File: src/rtl/uart_rx_byte_if.sv
// Serial line plus received-byte outputs of the 8N1 receiver.
interface uart_rx_byte_if;
   logic       rxd;
   logic [7:0] data;
   logic       valid;
   logic       frame_err;
   logic       busy;

   modport master (output rxd, input data, input valid, input frame_err, input busy);
   modport slave  (input rxd, output data, output valid, output frame_err, output busy);
endinterface

File: src/rtl/uart_rx_byte.sv
// 8N1 UART receiver: start-bit glitch rejection, mid-bit sampling, framing-error flag.
//   state     | meaning
//   IDLE      | line high, waiting for a falling edge
//   START     | confirming start bit at its mid-point
//   DATA      | sampling 8 data bits, LSB first
//   STOP      | sampling stop bit
//   WAIT_HIGH | framing error seen, waiting for line to return high
module uart_rx_byte #(
   parameter int CYCLES_PER_BIT = 10416
) (
   input logic           clk,
   input logic           rst,
   uart_rx_byte_if.slave rx
);
   localparam int HALF_BIT = CYCLES_PER_BIT / 2;
   localparam int CW       = $clog2(CYCLES_PER_BIT);
   localparam logic [CW-1:0] HALF_M1 = CW'(HALF_BIT - 1);
   localparam logic [CW-1:0] BIT_M1  = CW'(CYCLES_PER_BIT - 1);

   typedef enum logic [2:0] {
      IDLE      = 3'd0,
      START     = 3'd1,
      DATA      = 3'd2,
      STOP      = 3'd3,
      WAIT_HIGH = 3'd4
   } state_t;

   state_t        state_q, state_d;
   logic [1:0]    sync_q, sync_d;
   logic [CW-1:0] cnt_q, cnt_d;
   logic [2:0]    idx_q, idx_d;
   logic [7:0]    shreg_q, shreg_d;
   logic [7:0]    data_q, data_d;
   logic          valid_q, valid_d;
   logic          ferr_q, ferr_d;
   logic          busy_q, busy_d;
   logic          rxd_s;

   assign rxd_s = sync_q[1];

   always_comb begin
      sync_d  = {sync_q[0], rx.rxd};
      state_d = state_q;
      cnt_d   = cnt_q + 1'b1;
      idx_d   = idx_q;
      shreg_d = shreg_q;
      data_d  = data_q;
      valid_d = 1'b0;
      ferr_d  = 1'b0;
      case (state_q)
         IDLE: begin
            if (!rxd_s) state_d = START;
         end
         START: begin
            if (cnt_q == HALF_M1) begin
               state_d = rxd_s ? IDLE : DATA;
               idx_d   = 3'd0;
            end
         end
         DATA: begin
            // Bits stay in DATA, so the counter is restarted at each sample.
            if (cnt_q == BIT_M1) begin
               shreg_d = {rxd_s, shreg_q[7:1]};
               idx_d   = idx_q + 3'd1;
               cnt_d   = '0;
               if (idx_q == 3'd7) state_d = STOP;
            end
         end
         STOP: begin
            if (cnt_q == BIT_M1) begin
               if (rxd_s) begin
                  data_d  = shreg_q;
                  valid_d = 1'b1;
                  state_d = IDLE;
               end else begin
                  ferr_d  = 1'b1;
                  state_d = WAIT_HIGH;
               end
            end
         end
         WAIT_HIGH: begin
            if (rxd_s) state_d = IDLE;
         end
         default: state_d = IDLE;
      endcase
      if (state_d != state_q) cnt_d = '0;
      busy_d = (state_d != IDLE);
   end

   always_ff @(posedge clk or posedge rst) begin
      if (rst) begin
         state_q <= IDLE;
         sync_q  <= 2'b11;
         cnt_q   <= '0;
         idx_q   <= 3'd0;
         shreg_q <= 8'h00;
         data_q  <= 8'h00;
         valid_q <= 1'b0;
         ferr_q  <= 1'b0;
         busy_q  <= 1'b0;
      end else begin
         state_q <= state_d;
         sync_q  <= sync_d;
         cnt_q   <= cnt_d;
         idx_q   <= idx_d;
         shreg_q <= shreg_d;
         data_q  <= data_d;
         valid_q <= valid_d;
         ferr_q  <= ferr_d;
         busy_q  <= busy_d;
      end
   end

   assign rx.data      = data_q;
   assign rx.valid     = valid_q;
   assign rx.frame_err = ferr_q;
   assign rx.busy      = busy_q;
endmodule

File: src/flat_wrapper.sv
// flat-port wrapper written by rule: the top's interface ports become plain ports
module uart_rx_byte_flat 
#(
   parameter int CYCLES_PER_BIT = 10416
)
  (clk, rst, rx_rxd, rx_data, rx_valid, rx_frame_err, rx_busy);
  uart_rx_byte_if rx_i ();
  input logic clk;
  input logic rst;
  input wire logic [$bits(rx_i.rxd)-1:0] rx_rxd;
  output wire logic [$bits(rx_i.data)-1:0] rx_data;
  output wire logic [$bits(rx_i.valid)-1:0] rx_valid;
  output wire logic [$bits(rx_i.frame_err)-1:0] rx_frame_err;
  output wire logic [$bits(rx_i.busy)-1:0] rx_busy;
  assign rx_i.rxd = rx_rxd;
  assign rx_data = rx_i.data;
  assign rx_valid = rx_i.valid;
  assign rx_frame_err = rx_i.frame_err;
  assign rx_busy = rx_i.busy;
  uart_rx_byte #(.CYCLES_PER_BIT(CYCLES_PER_BIT)) u_core (.clk(clk), .rst(rst), .rx(rx_i));
endmodule
File: config.mk
export PLATFORM = sky130hd
export DESIGN_NAME = uart_rx_byte_flat
export DESIGN_NICKNAME = d
export VERILOG_FILES = /design/src/rtl/uart_rx_byte_if.sv /design/src/rtl/uart_rx_byte.sv /design/src/flat_wrapper.sv
export SDC_FILE = /design/constraint.sdc
export NUM_CORES = 1
export LEC_CHECK = 0
export ABC_AREA = 1
export CAP_MARGIN = 0
export CORE_MARGIN = 4
export CORE_UTILIZATION = 50
export CTS_CLUSTER_DIAMETER = 80
export CTS_CLUSTER_SIZE = 12
export DETAILED_ROUTE_END_ITERATION = 8
export PLACE_DENSITY = 0.68
export SLEW_MARGIN = 10
export SYNTH_ARGS = -nofsm -noshare
export SYNTH_HDL_FRONTEND = slang
export SYNTH_SLANG_ARGS = --single-unit
File: constraint.sdc
create_clock -name clk -period 5.05 [get_ports clk]
set_input_delay 0.505 -clock clk [delete_from_list [all_inputs] [get_ports clk]]
set_output_delay 0.505 -clock clk [all_outputs]
set_load 0.02 [all_outputs]
==> flow_summary.toml <==
[yosys]
synth_top_family_by_area = "simple AND/OR/NAND/NOR gates"
yosys.cell_count.top_type = "nand2_1"
synthAdderAreaFrac_pct = 1.77
netlist_top_cells_area = "dfrtp_1, nand2_1, nor2_4"
synth_cell_types = 33
yosys.area_share.simple_pct = 31.4
synth_edf_count = 0
synth_flop_cell = "dfrtp_1"
synth_area_per_cell_sq_um = 9.62
synthMuxAreaShare_pct = 0
synth_cells = 220
synthesis.area_sq_um = 2120
synth-warning-count = 0
synthArstFlopShare_pct = 100
synth_top_area_share_pct = 46.1
synth_commonest_cells = "nand2_1, dfrtp_1, inv_1, nor2_1, o21ai_0"
synth-seq-area-share_pct = 48.6
ys_seq_elements = 41
synth_fp_nets = 226
synth_largest_area_cell = "dfrtp_1"
synth_compound_area_share_pct = 6.33
synth-xor-area-share_pct = 4.55

[clock_network]
clk-insertion-delay-late_ns = 0.29
cts_tree = "built"
cts_buffer_depth = 2
post_cts_buffers = 0
cts_made_buffers = 5
clock_sinks = 41
cts_resized = 0
cts.clk_slew.worst_paths_ns = 0.07
hold_buffers = 0
htree_levels = 2
cts_root_buffer = "clkbuf_8"

[sta]
setup_tns_ns = 0
rsz0062_at_grt = "false"
clock_skew_ns = 0.0154
tightest_slew_ns = 0.499
fmax_ghz = 0.537
hold_violations = 0
final_max_slew_viol_count = 0
timing.final.crit_share_pct = 36.9
period_minus_slack_ns = 1.86
hold-worst-slack_ns = 0.357
setup_viol = 0
relSlewSlack_pct = 66.7

[power_and_ir_drop]
total_power_mw = 0.594
p_per_area_nw_per_um2 = 249
p_leak_nw = 1.13
max-vdd-ir-drop_uv = 266

[route]
drcViolationCount = 0
routed_wl_um = 3360
detailedRoute.firstPassIterationCount = 4
drtAntennaViolNets = 0
post_drt_wl_per_cell_um = 11.6
vias_per_cell = 4.88
drt-initial-drc-count = 127
vias = 1410

[global_routing]
grt_pass1_vias = 1341
antenna_found_initial = 0
track_usage_pct = 14.9
grt_max_degree = 42
grt-ovfl-total = 0
grt_pass1_wl_um = 6040

[setup_path]
cp.buffers_inverters = 1
worst_ep_arrival_time_ns = 2.03
startpoint = "u_core.cnt_q[0]"
cp_cell_sequence = "ha_1 -> nand2_2 -> nor2_8 -> nand2_4 -> nor2_8 -> nand2_4 -> nand2_2 -> nor2_1 -> nand2_2 -> inv_2 -> nand2_4 -> nor2_1"
slowest_stage = "dfrtp_1"
r2r-start = "u_core.cnt_q[0]"
worstSetupPathType = "register to register"
crit_path_max_incr_delay_ns = 0.37
cp.required_ns = 5.22
critical-path-top-delay-family = "simple AND/OR/NAND/NOR gates"
path_max_fanout = 17
cp-end-kind = "register"
critPathLaunchType = "register"

[run_status]
status = "complete, no violations"

[die]
row_count = 23
initial_core_util_pct = 52.1
die_w_um = 73.1
die_h_um = 73.1
die-area_sq_um = 5340
io_pins = 14
core_sq_um = 4060

[layout]
diodes = 0
stdcell_count = 289
stdcell_area_sq_um = 2390
drive_gt1_share_pct = 21.8
syn_to_final_growth_pct = 12.9
num-nets-final = 244

[worst_hold_path]
hold_start = "u_core.sync_q[0]"
min_path_type = "register to register"

[placed_design]
post-dp-hpwl_um = 2410
port_buffers = 13
dp.cells = 281
post_dp_cell_area_sq_um = 2280
gp_congestion = 0.814

[run]
cap_violations = 0
[cell families (layout without fill, tap and decap cells)]
group	after synthesis	after routing
buffers and inverters	35	54
AND/OR/NAND/NOR	109	109
AO/OA/AOI/OAI	21	21
adder cells (fa/ha/maj)	3	3
XOR/XNOR	11	11
flip-flops	41	41
[stage by stage]
step / setup WS [ns] / util, %
2_1_floorplan: 3.41 / -
3_3_place_gp: 3.21 / 56.2
3_5_place_dp: 3.18 / 56.2
4_1_cts: 3.17 / 58.9
5_1_grt: 3.00 / 58.9
6_report: 3.19 / 58.9
[metal layers]
metal	vias to the layer above	share of wire [%]	wire length, um	GRT usage (%)
li1	725	-	-	-
met1	651	50	1680	20.7
met2	29	45	1500	21.4
met3	5	4.1	136	4.96
met4	0	1.1	38	5.53
met5	-	0	0	0
[cells in the final DEF, fill, tap and decap left out]
master,count
nand2_4,4
xnor2_1,2
o211ai_1,1
clkbuf_8,5
inv_2,3
ha_1,3
nand4_4,1
nand3_4,1
nor3_1,5
a31oi_1,1
dfstp_2,2
xor2_1,9
nor2_1,16
nand3_2,4
o31ai_1,1
clkdlybuf4s50_1,13
o21ai_1,1
or2_0,1
clkinv_1,1
clkbuf_1,1
nand2_2,6
o21ai_0,11
buf_4,1
nand3_1,6
clkinv_2,1
nor3_2,2
nor4_1,1
nor2_2,3
inv_1,28
o21ai_2,6
nor2_8,2
nand4_1,3
dfrtp_1,39
nor2_4,10
nand2_1,44
bufinv_16,1
[final timing paths]
check	endpoint	slack (ns)	cells past startpoint
setup / recovery	u_core.cnt_q[13]	3.19	12
hold / removal	u_core.sync_q[1]	0.36	0
setup reg to reg	u_core.cnt_q[13]	3.19	12
hold reg to reg	u_core.sync_q[1]	0.36	0
max in group asynchronous	u_core.sync_q[1]	4.06	3
min in group asynchronous	u_core.shreg_q[7]	0.63	3
[power breakdown]
group          switching, mW  leakage [nW]  internal [mW]
Clock                  0.108        0.0552          0.147
Sequential          0.000761         0.546          0.330
Combinational        0.00652         0.534        0.00197
Total                  0.116          1.13          0.478
[final cells by class]
class                           count  area, sq um
Tap cell                           50         62.6
Multi-Input combinational cell    144          932
Clock buffer                        6         72.6
Sequential cell                    41         1030
Clock inverter                      2         35.0
Fill cell                         356         1670
Inverter                           32          120
Timing Repair Buffer               14          138
[flip-flops by register name, summed over array words and instances, names as in the netlist]
| register | flops |
|---|---|
| u_core.cnt_q | 14 |
| u_core.idx_q | 3 |
| u_core.rx.busy | 1 |
| u_core.rx.data | 8 |
| u_core.rx.frame_err | 1 |
| u_core.rx.valid | 1 |
| u_core.shreg_q | 8 |
| u_core.state_q | 3 |
| u_core.sync_q | 2 |
(Power assumes the default switching activity.)
==> RTL change 1 (same settings) <==
`CYCLES_PER_BIT` is set to 10416 in 2 places; all go to 20832.
--- a/src/rtl/uart_rx_byte.sv
+++ b/src/rtl/uart_rx_byte.sv
@@ -7,5 +7,5 @@
 //   WAIT_HIGH | framing error seen, waiting for line to return high
 module uart_rx_byte #(
-   parameter int CYCLES_PER_BIT = 10416
+   parameter int CYCLES_PER_BIT = 20832
 ) (
    input logic           clk,
--- a/src/flat_wrapper.sv
+++ b/src/flat_wrapper.sv
@@ -2,5 +2,5 @@
 module uart_rx_byte_flat 
 #(
-   parameter int CYCLES_PER_BIT = 10416
+   parameter int CYCLES_PER_BIT = 20832
 )
   (clk, rst, rx_rxd, rx_data, rx_valid, rx_frame_err, rx_busy);
Function: no difference found for any inputs over 10 cycles, from zero or initial values and one cycle with rst high; that may be too few to reach the edited logic, so the function may still have changed.
==> RTL change 1 against the unedited design <==
Critical path depth fell by 4; utilization up 0.23 points; worst hold slack improved by 1.4 ps; total power up 3.9%; first-iteration DRC count decreased by 43%; largest power group unchanged; worst setup slack got worse by 43 ps; sequential cell count is 1 higher; combinational power rose by 8.2%; fmax down 2.2%; area after synthesis fell by 0.41%; wire length is 17% higher; final area is 0.31% lower.
==> RTL change 1: results (changes against the unedited design) <==
Status: complete, no violations
Syn nets: 241 (+6.6%)
Headroom to the max-slew limit: 65.5% (-1.3 points)
Most frequent cells after synthesis: 44 x nand2_1, 40 x dfrtp_1, 29 x inv_1
Ys async rst share: 100% (unchanged)
Crit Path Max Fanout: 18 (+1)
Antenna Cells: 0 (unchanged)
CP top delay family: simple AND/OR/NAND/NOR gates
Drt initial violations: 72 (-43%)
Via density per instance: 5.43 (+11%)
Largest net degree at the start of global routing: 43 (+2.4%)
Met3 routed WL: 185 um (+36%)
Leak Pwr: 0.00106 uW (-6.4%)
WP data arrival: 2070 ps (+40 ps)
Largest register FFs: 15 (+1)
Wire length on met1: 1880 um (+12%)
Vias in the first global route: 1,514 (+13%)
Layout Nets: 258 (+5.7%)
Largest stage delay on the critical path: 370 ps (about the same)
First-pass GRT wire length: 6810 um (+13%)
CP max-delay cell: dfrtp_1
Initial antenna violation count: 0 (unchanged)
DRC Markers: 0 (unchanged)
Top sig layer: met4
Psw: 129 uW (+12%)
Sequential fraction of the synthesis area: 50.0% (+1.4 points)
Main synth FF type: dfrtp_1
Placed instance count: 295 (+5.0%)
DR pass1 iterations: 4 (unchanged)
Clock transition at the registers of the reported paths: 80 ps
Post-CTS sizing: 0 (unchanged)
Mean post-synth cell area: 8.97 um^2 (-6.8%)
Share of cells above drive strength 1: 14.6% (-7.1 points)
Biggest register: u_core.cnt_q
Routed len/inst: 12.9 um (+11%)
VDD IR max: 0.143 mV (-46%)
Port bufs: 13 (unchanged)
Hold crit path type: register to register
Final wirelength: 3920 um (+17%)
Met2 routed WL: 1800 um (+20%)
GRT Util Overall: 16.7% (+1.8 points)
Worst Skew: 8.28 ps (-7.12 ps)
Netlist cell types: 31 (-6.1%)
Skew-Pair Late Insertion Delay: 300 ps
Warnings, synthesis: 0 (unchanged)
Root Buffer Master: clkbuf_8
Clock Path Buffers: 2 (unchanged)
Number of fill cells: 376 (+5.6%)
Synth top area cells: dfrtp_1 48%, nand2_1 7.8%, inv_1 5.2%, nand3_1 5.0%, nor3_1 4.3%
Placed inst area: 0.00227 mm^2 (-0.55%)
H-Tree Level Count: 2 (unchanged)
Hpwl dp: 2790 um (+16%)
Cts bufs inserted: 5 (unchanged)
Global placer's final weighted congestion: 0.862 (+5.9%)
Post-CTS setup buffer count: 0 (unchanged)
==> RTL change 1: routing by layer <==
layer	vias up	GRT usage [%]
met3	5	4.68
met2	41	25.2
met5	-	0
met1	783	22.5
li1	815	-
met4	0	6.97
==> RTL change 1: kinds of logic after synthesis <==
kind of cell	Yosys count	share of synthesized area, %
AO/OA/AOI/OAI	29	9.56
XOR/XNOR	4	1.66
adder cells (fa/ha/maj)	3	1.78
buffers and inverters	37	7.72
flip-flops	42	50.0
AND/OR/NAND/NOR	120	29.3
==> RTL change 1: path summary, 6_finish.rpt <==
path,from,endpoint,slack (ps),cells after the start
min reg2reg,u_core.sync_q[0]$_DFF_PP1_,u_core.sync_q[1]$_DFF_PP1_,360,0
min in group asynchronous,rst,u_core.cnt_q[14]$_DFF_PP0_,640,3
max,u_core.cnt_q[0]$_DFF_PP0_,u_core.cnt_q[8]$_DFF_PP0_,3150,8
min,u_core.sync_q[0]$_DFF_PP1_,u_core.sync_q[1]$_DFF_PP1_,360,0
max reg2reg,u_core.cnt_q[0]$_DFF_PP0_,u_core.cnt_q[8]$_DFF_PP0_,3150,8
max in group asynchronous,rst,u_core.shreg_q[0]$_DFFE_PP0P_,4050,3
==> RTL change 1: through the flow <==
step	hold slack (ps)	setup slack, ps
CTS	359	3140
floorplan	345	3410
detailed placement	347	3170
global placement	346	3220
global route	364	3010
finish	358	3150
==> RTL change 1: final cells by class <==
cell class              instances  area [um^2]  share of cell area, %
repair buffers                 14          138                   5.78
multi-input cells             156          891                   37.4
clock buffers                   5         68.8                   2.89
clock inverters                 3         43.8                   1.84
inverters                      33          124                   5.20
well taps                      50         62.6                   2.63
flip-flops and latches         42         1050                   44.2
==> RTL change 1: power groups by stage <==
stage / sequential [uW] / combinational (uW) / clock (uW)
after CTS: 338 / 9.90 / 276
after global routing: 338 / 10.8 / 291
after detailed placement: 345 / 9.88 / 0
after global placement: 345 / 9.89 / 0
final: 338 / 9.20 / 270
after floorplan: 344 / 5.59 / 0
==> RTL change 2 (config.mk and constraints unchanged) <==
Made on the original files. The 5 states of `state_t` get a one-hot encoding in 5 bits.
--- a/src/rtl/uart_rx_byte.sv
+++ b/src/rtl/uart_rx_byte.sv
@@ -18,10 +18,10 @@
    localparam logic [CW-1:0] BIT_M1  = CW'(CYCLES_PER_BIT - 1);
 
-   typedef enum logic [2:0] {
-      IDLE      = 3'd0,
-      START     = 3'd1,
-      DATA      = 3'd2,
-      STOP      = 3'd3,
-      WAIT_HIGH = 3'd4
+   typedef enum logic [4:0] {
+      IDLE      = 5'b00001,
+      START     = 5'b00010,
+      DATA      = 5'b00100,
+      STOP      = 5'b01000,
+      WAIT_HIGH = 5'b10000
    } state_t;
 
Behaviour: same outputs for any inputs over 10 cycles, from zero or initial values and one cycle with rst high; not proved beyond that.
==> RTL change 2 against the unedited design <==
Worst setup slack better by 28 ps; sequential cell count up 2; area after synthesis up 9.2%; non-clock buffer count did not move; final area grew 6.7%; wire length is 28% higher.
Power is not compared: it rests on default switching activity, and its combinational part moved more than twofold at a synthesized area within 25%.
==> RTL change 2: results (changes against the unedited design) <==
Status: complete, no violations
Most frequent cells after synthesis: 64 x nand2_1, 40 x dfrtp_1, 30 x inv_1
Placed inst area: 0.00246 mm^2 (+8.0%)
Worst Skew: 7.24 ps (-8.15 ps)
Via density per instance: 5.28 (+8.3%)
GR Util met3: 3.19% (-1.8 points)
Crit Path Max Fanout: 15 (-2)
Sequential fraction of the synthesis area: 46.7% (-1.9 points)
GRT Util Overall: 16.1% (+1.3 points)
Drt initial violations: 137 (+7.9%)
Layout Nets: 285 (+17%)
GR Layer Usage met1: 22.3% (+1.7 points)
Largest net degree at the start of global routing: 44 (+4.8%)
Headroom to the max-slew limit: 59.4% (-7.3 points)
Met2 usage: 25.5% (+4.1 points)
Worst Reg2Reg Path Length in Cells: 6 (-6)
Final wirelength: 4310 um (+28%)
Share of cells above drive strength 1: 18.6% (-3.2 points)
Worst reg2reg startpoint: u_core.cnt_q[1]$_DFF_PP0_
Syn nets: 268 (+19%)
Hpwl dp: 3130 um (+30%)
Final hold slack: 360 ps (+3.18 ps)
First-pass GRT wire length: 7900 um (+31%)
Global placer's final weighted congestion: 0.853 (+4.8%)
Synth top area cells: dfrtp_1 43%, nand2_1 10%, nand3_1 5.0%, inv_1 4.9%, a21oi_2 3.8%
FF-to-FF setup slack: 3220 ps (+30 ps)
WP data arrival: 1990 ps (-40 ps)
Vias in the first global route: 1,741 (+30%)
-- RTL change 2: cell types whose count changed in the layout (fill, tap and decap cells not counted), sizes merged, moves of 3 or more --
cell	before	now
nand2	54	69
a21oi	0	14
nand3	11	25
o21ai	18	25
xor2	9	2
nor2	31	25
nand4	4	8
clkinv	2	5
-- RTL change 2: logic make-up (layout without fill, tap and decap cells) --
kind of cell	after synthesis	count (layout)	share of synthesized area, %
and+or+nand+nor	133	133	30.2
adders and majority gates	3	3	1.62
buffers and inverters	39	57	7.85
DFF	43	43	46.7
AOI/OAI and AO/OA	41	41	12.5
xor gates and xnor gates	3	3	1.14
-- RTL change 2: how the worst max path moves through the flow --
stage	start	to	slack, ps	depth (start not counted)
after floorplan	rst	u_core.cnt_q[0]$_DFF_PP0_	3550	1
after global placement	u_core.cnt_q[0]$_DFF_PP0_	u_core.cnt_q[2]$_DFF_PP0_	3310	6
after detailed placement	u_core.cnt_q[1]$_DFF_PP0_	u_core.cnt_q[1]$_DFF_PP0_	3210	6
after CTS	u_core.cnt_q[1]$_DFF_PP0_	u_core.cnt_q[1]$_DFF_PP0_	3210	6
after global routing	u_core.cnt_q[1]$_DFF_PP0_	u_core.cnt_q[2]$_DFF_PP0_	3080	6
final	u_core.cnt_q[1]$_DFF_PP0_	u_core.cnt_q[2]$_DFF_PP0_	3220	6
-- RTL change 2: final cells by class --
cell class              count  area (um^2)
well taps                  52         65.1
repair buffers             14          138
fillers                   411         1870
flip-flops and latches     43         1080
inverters                  35          131
clock buffers               5         68.8
multi-input cells         180         1050
clock inverters             3         15.0
-- RTL change 2: power breakdown --
group	switching, uW	internal, uW
registers	15.3	367
clock network	117	94.7
logic	99.6	49.0
total	232	511
-- RTL change 2: critical path, cell delays in order, from the launching register on --
cell     delay (ps)
dfrtp_1         360
ha_1            260
nand3_2         140
nor2_4          150
nand2_4         120
o21ai_4         510
a21oi_1         150
-- RTL change 2: metrics by stage --
| step | setup slack [ps] | power [uW] | cells | utilization, % |
|---|---|---|---|---|
| detailed placement | 3210 | 539 | 324 | 55.8 |
| global placement | 3310 | 535 | 324 | 55.8 |
| CTS | 3210 | 751 | 332 | 57.7 |
| global route | 3080 | 784 | 332 | 57.7 |
| finish | 3220 | 742 | 332 | 57.7 |
| floorplan | 3550 | 520 | 262 | - |
-- RTL change 2: per-layer routing --
metal  part of all wire (%)  vias up
li1                       -      884
met1                     49      837
met2                     47       27
met3                    3.2        6
met4                    1.3        0
met5                      0        -
